===== src/rtl/control_fsm.sv =====
// Multi-cycle processor control unit: sequences FETCH/DECODE/EXEC/MEM/WB/IO_WAIT/HALT
// and drives the datapath strobes from the opcode latched during FETCH.
module control_fsm #(
  parameter int OP_W       = 6,
  parameter int ALUOP_W    = 5,
  parameter int IO_TIMEOUT = 255
) (
  input  logic               clk,
  input  logic               rst_n,
  input  logic [OP_W-1:0]    opcode,
  input  logic               branch_flag,
  input  logic               io_ready,
  output logic               pc_write,
  output logic               ir_write,
  output logic               RW,
  output logic               MW,
  output logic               RDst,
  output logic               ASrc,
  output logic               MTG,
  output logic               PSrc,
  output logic               Jmp,
  output logic               Jr,
  output logic               Jal,
  output logic               MO,
  output logic               out,
  output logic [ALUOP_W-1:0] ALUop,
  output logic               io_req,
  output logic               halt,
  output logic               fault,
  output logic [2:0]         state
);

  localparam int CNT_W = $clog2(IO_TIMEOUT + 1);
  localparam int OPX_W = (OP_W > 6) ? OP_W : 6;

  typedef enum logic [2:0] {
    S_FETCH   = 3'd0,
    S_DECODE  = 3'd1,
    S_EXEC    = 3'd2,
    S_MEM     = 3'd3,
    S_WB      = 3'd4,
    S_IO_WAIT = 3'd5,
    S_HALT    = 3'd6
  } state_e;

  typedef enum logic [3:0] {
    C_NOP, C_HLT, C_ILL, C_IN, C_OUT, C_ALU,
    C_LW, C_SW, C_J, C_JR, C_BR, C_JAL
  } class_e;

  typedef struct packed {
    class_e     cls;
    logic [4:0] alu;
    logic       rdst;
    logic       asrc;
  } decode_t;

  state_e            state_q, state_d;
  logic [OP_W-1:0]   opcode_q, opcode_d;
  logic [CNT_W-1:0]  count_q, count_d;
  logic              fault_q, fault_d;

  logic [OPX_W-1:0]  op_x;
  logic              op_hi;
  decode_t           dec;
  logic              hold_alu;

  // Opcode decode from the latched opcode; any bit above bit 5 makes it illegal.
  always_comb begin
    op_x  = OPX_W'(opcode_q);
    op_hi = (op_x >> 6) != '0;
    dec   = '{cls: C_ILL, alu: 5'b00000, rdst: 1'b0, asrc: 1'b0};
    if (!op_hi) begin
      case (op_x[5:0])
        6'h00: dec.cls = C_NOP;
        6'h3F: dec.cls = C_HLT;
        6'h1F: dec.cls = C_IN;
        6'h20: dec.cls = C_OUT;
        6'h02: dec = '{C_ALU, 5'b00000, 1'b1, 1'b0};
        6'h04: dec = '{C_ALU, 5'b00001, 1'b1, 1'b0};
        6'h06: dec = '{C_ALU, 5'b00010, 1'b1, 1'b0};
        6'h07: dec = '{C_ALU, 5'b00011, 1'b1, 1'b0};
        6'h08: dec = '{C_ALU, 5'b01010, 1'b1, 1'b0};
        6'h10: dec = '{C_ALU, 5'b00111, 1'b1, 1'b0};
        6'h11: dec = '{C_ALU, 5'b00101, 1'b1, 1'b0};
        6'h12: dec = '{C_ALU, 5'b00110, 1'b1, 1'b0};
        6'h03: dec = '{C_ALU, 5'b00000, 1'b0, 1'b1};
        6'h05: dec = '{C_ALU, 5'b00001, 1'b0, 1'b1};
        6'h14: dec = '{C_ALU, 5'b00111, 1'b0, 1'b1};
        6'h15: dec = '{C_ALU, 5'b00101, 1'b0, 1'b1};
        6'h16: dec = '{C_ALU, 5'b00110, 1'b0, 1'b1};
        6'h0C: dec = '{C_ALU, 5'b00000, 1'b0, 1'b1};
        6'h09: dec = '{C_ALU, 5'b01001, 1'b0, 1'b0};
        6'h0A: dec = '{C_ALU, 5'b01000, 1'b0, 1'b0};
        6'h13: dec = '{C_ALU, 5'b00100, 1'b0, 1'b0};
        6'h0B: dec = '{C_LW,  5'b00000, 1'b0, 1'b1};
        6'h0D: dec = '{C_SW,  5'b00000, 1'b0, 1'b1};
        6'h0E: dec.cls = C_J;
        6'h0F: dec.cls = C_JR;
        6'h21: dec.cls = C_JAL;
        // Branch pairs: register compare and its compare-with-zero twin share an ALUop.
        6'h17, 6'h1B: dec = '{C_BR, 5'b01111, 1'b0, 1'b0};
        6'h18, 6'h1C: dec = '{C_BR, 5'b01100, 1'b0, 1'b0};
        6'h19, 6'h1D: dec = '{C_BR, 5'b01010, 1'b0, 1'b0};
        6'h1A, 6'h1E: dec = '{C_BR, 5'b01011, 1'b0, 1'b0};
        default: dec.cls = C_ILL;
      endcase
    end
  end

  always_ff @(posedge clk or negedge rst_n) begin
    if (!rst_n) begin
      state_q  <= S_FETCH;
      opcode_q <= '0;
      count_q  <= '0;
      fault_q  <= 1'b0;
    end else begin
      // NOTE: state registers use non-blocking assignment so every flop samples pre-edge values.
      state_q  <= state_d;
      opcode_q <= opcode_d;
      count_q  <= count_d;
      fault_q  <= fault_d;
    end
  end

  always_comb begin
    // NOTE: every output and next-state value gets a default first, so no path infers a latch.
    state_d  = state_q;
    opcode_d = opcode_q;
    count_d  = count_q;
    fault_d  = fault_q;
    pc_write = 1'b0;
    ir_write = 1'b0;
    RW       = 1'b0;
    MW       = 1'b0;
    MTG      = 1'b0;
    PSrc     = 1'b0;
    Jmp      = 1'b0;
    Jr       = 1'b0;
    Jal      = 1'b0;
    MO       = 1'b0;
    out      = 1'b0;
    io_req   = 1'b0;
    halt     = 1'b0;
    hold_alu = 1'b0;

    // Outputs are gated by rst_n so strobes drop the instant reset asserts.
    if (rst_n) begin
      case (state_q)
        S_FETCH: begin
          ir_write = 1'b1;
          pc_write = 1'b1;
          opcode_d = opcode;
          state_d  = S_DECODE;
        end
        S_DECODE: begin
          count_d = '0;
          case (dec.cls)
            C_NOP:        state_d = S_FETCH;
            C_HLT:        state_d = S_HALT;
            C_IN, C_OUT:  state_d = S_IO_WAIT;
            C_ILL: begin
              state_d = S_HALT;
              fault_d = 1'b1;
            end
            default:      state_d = S_EXEC;
          endcase
        end
        S_EXEC: begin
          hold_alu = 1'b1;
          case (dec.cls)
            C_ALU:       state_d = S_WB;
            C_LW, C_SW:  state_d = S_MEM;
            C_J: begin
              Jmp      = 1'b1;
              pc_write = 1'b1;
              state_d  = S_FETCH;
            end
            C_JR: begin
              Jr       = 1'b1;
              pc_write = 1'b1;
              state_d  = S_FETCH;
            end
            C_BR: begin
              PSrc     = 1'b1;
              pc_write = branch_flag;
              state_d  = S_FETCH;
            end
            C_JAL: begin
              Jal      = 1'b1;
              pc_write = 1'b1;
              state_d  = S_WB;
            end
            default: begin
              state_d = S_HALT;
              fault_d = 1'b1;
            end
          endcase
        end
        S_MEM: begin
          hold_alu = 1'b1;
          case (dec.cls)
            C_SW: begin
              MW      = 1'b1;
              state_d = S_FETCH;
            end
            C_LW: begin
              MTG     = 1'b1;
              state_d = S_WB;
            end
            default: begin
              state_d = S_HALT;
              fault_d = 1'b1;
            end
          endcase
        end
        S_WB: begin
          hold_alu = 1'b1;
          RW       = 1'b1;
          MTG      = (dec.cls == C_LW);
          MO       = (dec.cls == C_IN);
          Jal      = (dec.cls == C_JAL);
          state_d  = S_FETCH;
        end
        S_IO_WAIT: begin
          io_req = 1'b1;
          MO     = (dec.cls == C_IN);
          out    = (dec.cls == C_OUT);
          // A ready in the final allowed cycle still completes the transfer.
          if (io_ready) begin
            state_d = (dec.cls == C_IN) ? S_WB : S_FETCH;
          end else if (count_q == CNT_W'(IO_TIMEOUT - 1)) begin
            state_d = S_HALT;
            fault_d = 1'b1;
          end else begin
            count_d = count_q + CNT_W'(1);
          end
        end
        S_HALT: halt = 1'b1;
        default: begin
          state_d = S_HALT;
          fault_d = 1'b1;
        end
      endcase
    end
  end

  assign ALUop = hold_alu ? ALUOP_W'(dec.alu) : '0;
  assign RDst  = hold_alu & dec.rdst;
  assign ASrc  = hold_alu & dec.asrc;
  assign fault = fault_q;
  assign state = state_q;

endmodule


===== config.mk =====
export PLATFORM = sky130hd
export DESIGN_NAME = control_fsm
export DESIGN_NICKNAME = d
export VERILOG_FILES = /design/src/rtl/control_fsm.sv
export SDC_FILE = /design/constraint.sdc
export NUM_CORES = 1
export LEC_CHECK = 0
export CORE_UTILIZATION = 55
export CTS_CLUSTER_DIAMETER = 100
export DETAILED_ROUTE_END_ITERATION = 8
export PLACE_DENSITY_LB_ADDON = 0.1
export SLEW_MARGIN = 20
export SYNTH_ARGS = -nofsm -noshare
export SYNTH_HDL_FRONTEND = slang
export SYNTH_SLANG_ARGS = --single-unit

===== constraint.sdc =====
create_clock -name clk -period 4.2 [get_ports clk]
set_input_delay 0.63 -clock clk [delete_from_list [all_inputs] [get_ports clk]]
set_output_delay 0.63 -clock clk [all_outputs]
set_load 0.05 [all_outputs]

**Word-level counts from Yosys, hierarchy flattened**

Cells that the tools add are included.

- Bits in registers: 18
- Bits of input ports: 10
- Output and inout bits: 24
- Word-level logic and storage cells: 146

- $add $sub $neg: 1
- Eq/ne operators: 58
- Muxes and demuxes: 54
- Bitwise logic cells: 4
- Reduce and logical (&&, ||, !) cells: 25

Operators by type and width:

| cell | number |
|---|---|
| $pmux W6 S20 | 1 |
| $eq A6 B5 Y1 const B | 16 |
| $eq A6 B4 Y1 const B | 8 |
| $pmux W4 S11 | 1 |
| $mux W1 | 36 |
| $eq A6 B3 Y1 const B | 4 |
| $pmux W3 S7 | 1 |
| $eq A6 B6 Y1 const B | 3 |
| $pmux W3 S3 | 2 |
| $reduce_or A2 Y1 | 9 |
| $reduce_or A17 Y1 | 1 |
| $eq A4 B3 Y1 const B | 4 |
| $eq A4 B4 Y1 const B | 4 |
| $mux W8 | 2 |
| $pmux W8 S2 | 1 |
| $eq A6 B2 Y1 const B | 2 |
| $ne A2 B2 Y1 const B | 6 |
| $reduce_or A3 Y1 | 4 |
| $eq A3 B3 Y1 const B | 3 |
| $mux W3 | 3 |
| $add A8 B1 Y8 const B | 1 |
| $eq A4 B2 Y1 const B | 2 |
| $eq A8 B8 Y1 const B | 1 |
| $pmux W1 S2 | 4 |
| 20 further kinds | 23 |

**Longest topological paths before layout**

- Word-level depth: 8
- Gate-level depth with buffers: 9
- Gate-level depth less buffers: 8

**Least setup slack after synthesis**

No wires, ideal clock.

- Path kind: register -> output
- From: reg state_q[0] (netlist: state[0])
- To: out MTG
- Arrival: 2895 ps
- Required time: 3570 ps
- Setup slack: 675 ps
- Stages on the path, launching flop included: 6
- Path buffers: 1
- Path through: dfrtp_1 > buf_2 > nor2b_1 > nand2_1 > o21ai_0 > nor4b_1

- Longest elaborated chain between the ends: 3
- Elaborated cells between the ends (all ways): 4
- Classes of those cells: eq/ne: 2; mux: 2

Ends and longest elaborated chain:

| what | RTL line | source |
|---|---|---|
| start: declaration | 58 | `state_e state_q, state_d;` |
| start signal: assignment | 119 | `state_q <= state_d;` |
| $eq A3 B3 Y1 or $eq A3 B2 Y1 (tied branches) | 149 | `case (state_q)` |
| $pmux W1 S2 * | 149 |  |
| $mux W1 * | 148 | `if (rst_n) begin` |
| end: declaration | 19 | `output logic MTG,` |

Mark *: on every way between the ends. The rest lies on a longest branch, timed or not.

**Final worst setup path**

- From: reg opcode_q[2] (netlist: op_x[2])
- To: out pc_write

- Longest elaborated chain between the ends: 8
- Elaborated cells between the ends (all ways): 45
- Classes of those cells: eq/ne: 37; mux: 4; reduce/logical: 4

Ends and longest elaborated chain:

| what | RTL line | source |
|---|---|---|
| start: declaration | 59 | `logic [OP_W-1:0] opcode_q, opcode_d;` |
| start signal: assignment | 120 | `opcode_q <= opcode_d;` |
| $eq A6 B5 Y1 (tied with other cells) | 74 | `case (op_x[5:0])` |
| $reduce_or A17 Y1 (no line) or $reduce_or A8 Y1 (tied branches) | -- |  |
| $pmux W4 S11 * | 74 |  |
| $eq A4 B4 Y1 | 171 | `case (dec.cls)` |
| $reduce_or A3 Y1 (no line) | -- |  |
| $pmux W1 S2 * | 171 |  |
| $pmux W1 S2 * | 149 |  |
| $mux W1 * | 148 |  |
| end: declaration | 13 | `output logic pc_write,` |

Marked as above.

==> summary.log <==
qor: clock_tree.clock-sinks 18
qor: yosys.synth.yosys.seq_area_share 24.9%
qor: worst_setup_path.critPathArrivalTime 3180 ps
qor: routing.routedWlPerCell 14.2 um
qor: sta.worst_slew_margin_rel 56.2%
qor: power_and_ir_drop.finalPower 0.00169 W
qor: place.port_buffers 32
qor: yosys.post_synth_design_cell_area 1810 um2
qor: sta.period_share 90.7%
qor: floorplan.die_height 59.4 um
qor: yosys.ys.flop_type sky130_fd_sc_hd__dfrtp_1
qor: routing.route.vias.total 1894
qor: sta.skew 7.83 ps
qor: floorplan.io-pin-count 34
qor: floorplan.rows 20
qor: sta.worst_slew_pin_slew 651 ps
qor: worst_setup_path.worstSetupEndpointType primary output
qor: clock_tree.postCtsResizedCells 0
qor: sta.report.final.slew_viol_count 0
qor: routing.route.detailed.vias_per_inst 5.97
qor: finish.utilization 72.9%
qor: grt.largest_net_degree_at_the_start_of_global_routing 24
qor: sta.timing.final.hold_violations 0
qor: yosys.ys_async_rst_share 100%
qor: yosys.synth.distinct_cells 61
qor: grt.global_route_congestion_overflow_total 0
qor: run.maxCapViolCount 0
qor: grt.grt_pass1_vias 1644
qor: floorplan.die_x 59.4 um
qor: floorplan.floorplan.core_area 3080 um2
qor: grt.antenna_found_initial 0
qor: clock_tree.clkTransAtPathRegs 110 ps
qor: finish.fillers 286
qor: clock_tree.cts_inserted_buffers 3
qor: sta.fmaxAchievable 263 MHz
qor: yosys.syn-instance-count 250
qor: clock_tree.clock_tree_from_tritoncts built
qor: outcome.outcome finished, final reports clean
qor: clock_tree.holdBufCountCts 0
qor: routing.drtAntennaViolNets 0
qor: sta.grt_setup_unrepaired false
qor: routing.routed_wirelength 4510 um
qor: worst_hold_path.hold_class reg2reg
qor: clock_tree.clock_tree.buffer_depth 2
qor: sta.setup_viol_count_final 0
qor: sta.final_period_minus_worst_setup_slack 3810 ps
qor: clock_tree.h-tree-depth 1
qor: sta.timing.hold.ws 512 ps
qor: sta.fin_tns_setup 0 ps
qor: worst_setup_path.timing.critical_path.from_type flip-flop
qor: power_and_ir_drop.max-vdd-ir-drop 0.462 mV
qor: clock_tree.clk-insertion-delay-late 300 ps
qor: yosys.post_synth.cell_area_avg 7.25 um2
qor: power_and_ir_drop.power.leakage 0.871 nW
qor: place.place_congestion 0.872
qor: yosys.synth_top_area_share 24.9%
qor: routing.count_of_unresolved_drc_violations_after_routing 0
qor: clock_tree.cts_root_buf sky130_fd_sc_hd__clkbuf_4
qor: floorplan.die-area 3530 um2
qor: yosys.synth_enable_flop_cells 0
qor: power_and_ir_drop.power_per_cell_area 753 nW/um2
qor: grt.grt_first_pass_wirelength 7510 um
qor: finish.antennaDiodeCount 0
qor: finish.drive_above_1_share 12.5%
qor: finish.layout.nets 286
qor: place.hpwl 3390 um
qor: routing.drt-initial-drc-count 104
qor: finish.area.growth.synth_to_final 23.9%
qor: yosys.postSynthRegisterBits 18
qor: routing.detail_route.first_pass.iterations 4
qor: yosys.synthDominantAreaCellType sky130_fd_sc_hd__dfrtp_1
qor: floorplan.floorplan.initialDensity 58.9%
qor: worst_setup_path.timing.critical_path.required 3570 ps
qor: yosys.synth.cells.most_frequent 28 x sky130_fd_sc_hd__nand2_1, 27 x sky130_fd_sc_hd__nor2_1, 23 x sky130_fd_sc_hd__o21ai_0, 18 x sky130_fd_sc_hd__dfrtp_1, 11 x sky130_fd_sc_hd__a21oi_1
qor: yosys.synth_most_common_cell sky130_fd_sc_hd__nand2_1
qor: yosys.synth_fp_nets 262
qor: grt.globalRouteTotalUtil 27.5%
qor: worst_setup_path.crit_type reg2out
qor: clock_tree.cts_setup_buffers 0
qor: yosys.synth-warning-count 0
qor: worst_setup_path.critPathMaxFanout 23
qor: yosys.synth.area.top_cells sky130_fd_sc_hd__dfrtp_1 25%, sky130_fd_sc_hd__o21ai_0 6.4%, sky130_fd_sc_hd__nand2_1 5.8%
-- flip-flops by register name, summed over array words and instances, names as in the netlist --
register / count
op_x: 6
state: 3
fault: 1
count_q: 8
-- power by group --
group	total, W	internal [W]	switching, W
logic	0.00114	0.000466	0.000672
registers	0.000442	0.000251	0.000191
clock network	0.000110	0.0000529	0.0000571
total	0.00169	0.000770	0.000920
-- metrics by stage --
step                cells  cell area, um2  setup slack, ps
CTS                   317            2240              376
finish                317            2240              393
global route          317            2240              170
global placement      313            2210              754
detailed placement    313            2210              712
floorplan             250            1810              675
-- cells by family after synthesis --
family,share of synthesized area (%)
xor gates and xnor gates,3.38
adders and majority gates,1.38
other,0.207
DFF,24.9
AOI/OAI and AO/OA,25.8
and+or+nand+nor,34.3
buffers and inverters,7.04
muxes,3.04
-- cells in the final DEF, fill, tap and decap left out, types with 4 or more instances in the layout --
master,count
sky130_fd_sc_hd__or3_1,6
sky130_fd_sc_hd__xnor2_1,4
sky130_fd_sc_hd__dfrtp_1,18
sky130_fd_sc_hd__nor3_1,10
sky130_fd_sc_hd__a21oi_1,11
sky130_fd_sc_hd__nor4_1,4
sky130_fd_sc_hd__nand2b_1,4
sky130_fd_sc_hd__o31ai_1,4
sky130_fd_sc_hd__nand3_1,8
sky130_fd_sc_hd__mux2_2,4
sky130_fd_sc_hd__nand2_1,28
sky130_fd_sc_hd__nand4_1,4
sky130_fd_sc_hd__and3_1,5
sky130_fd_sc_hd__nor2_1,27
sky130_fd_sc_hd__clkdlybuf4s50_1,24
sky130_fd_sc_hd__inv_1,9
sky130_fd_sc_hd__nor2b_1,4
sky130_fd_sc_hd__o21ai_0,23
sky130_fd_sc_hd__buf_4,10
sky130_fd_sc_hd__buf_12,6
-- area by class of cell --
cell class	count	area, um2	share of cell area [%]
repair buffers	40	435	19.4
inverters	9	33.8	1.51
flip-flops and latches	18	450	20.1
well taps	44	55.1	2.45
multi-input cells	202	1230	55.0
clock buffers	4	36.3	1.62
-- layer usage --
layer	part of all wire [%]	global-route usage, %	routed length [um]	vias to the layer above
met5	0	0	0	-
met4	0.80	4.08	36	0
met3	4.4	4.59	199	4
met2	46	41.9	2080	55
met1	49	41.6	2190	877
li1	-	-	-	958
-- path summary, 6_finish.rpt --
kind                         start         end  slack [ps]  depth (start not counted)
max reg2reg                op_x[2]    state[1]        1770                          6
min                          fault       fault         510                          1
min in group asynchronous    rst_n  count_q[2]         690                          1
max in group asynchronous    rst_n     op_x[2]        2960                          2
max                        op_x[2]    pc_write         390                          6
min reg2reg                  fault       fault         510                          1
-- critical path: stages (launching register included) --
cell,delay (ps)
sky130_fd_sc_hd__dfrtp_1,600
sky130_fd_sc_hd__or4b_1,540
sky130_fd_sc_hd__o211a_2,170
sky130_fd_sc_hd__or4_1,530
sky130_fd_sc_hd__o31ai_1,210
sky130_fd_sc_hd__a21oi_1,90
sky130_fd_sc_hd__clkdlybuf4s50_1,730
(Power assumes the default switching activity.)
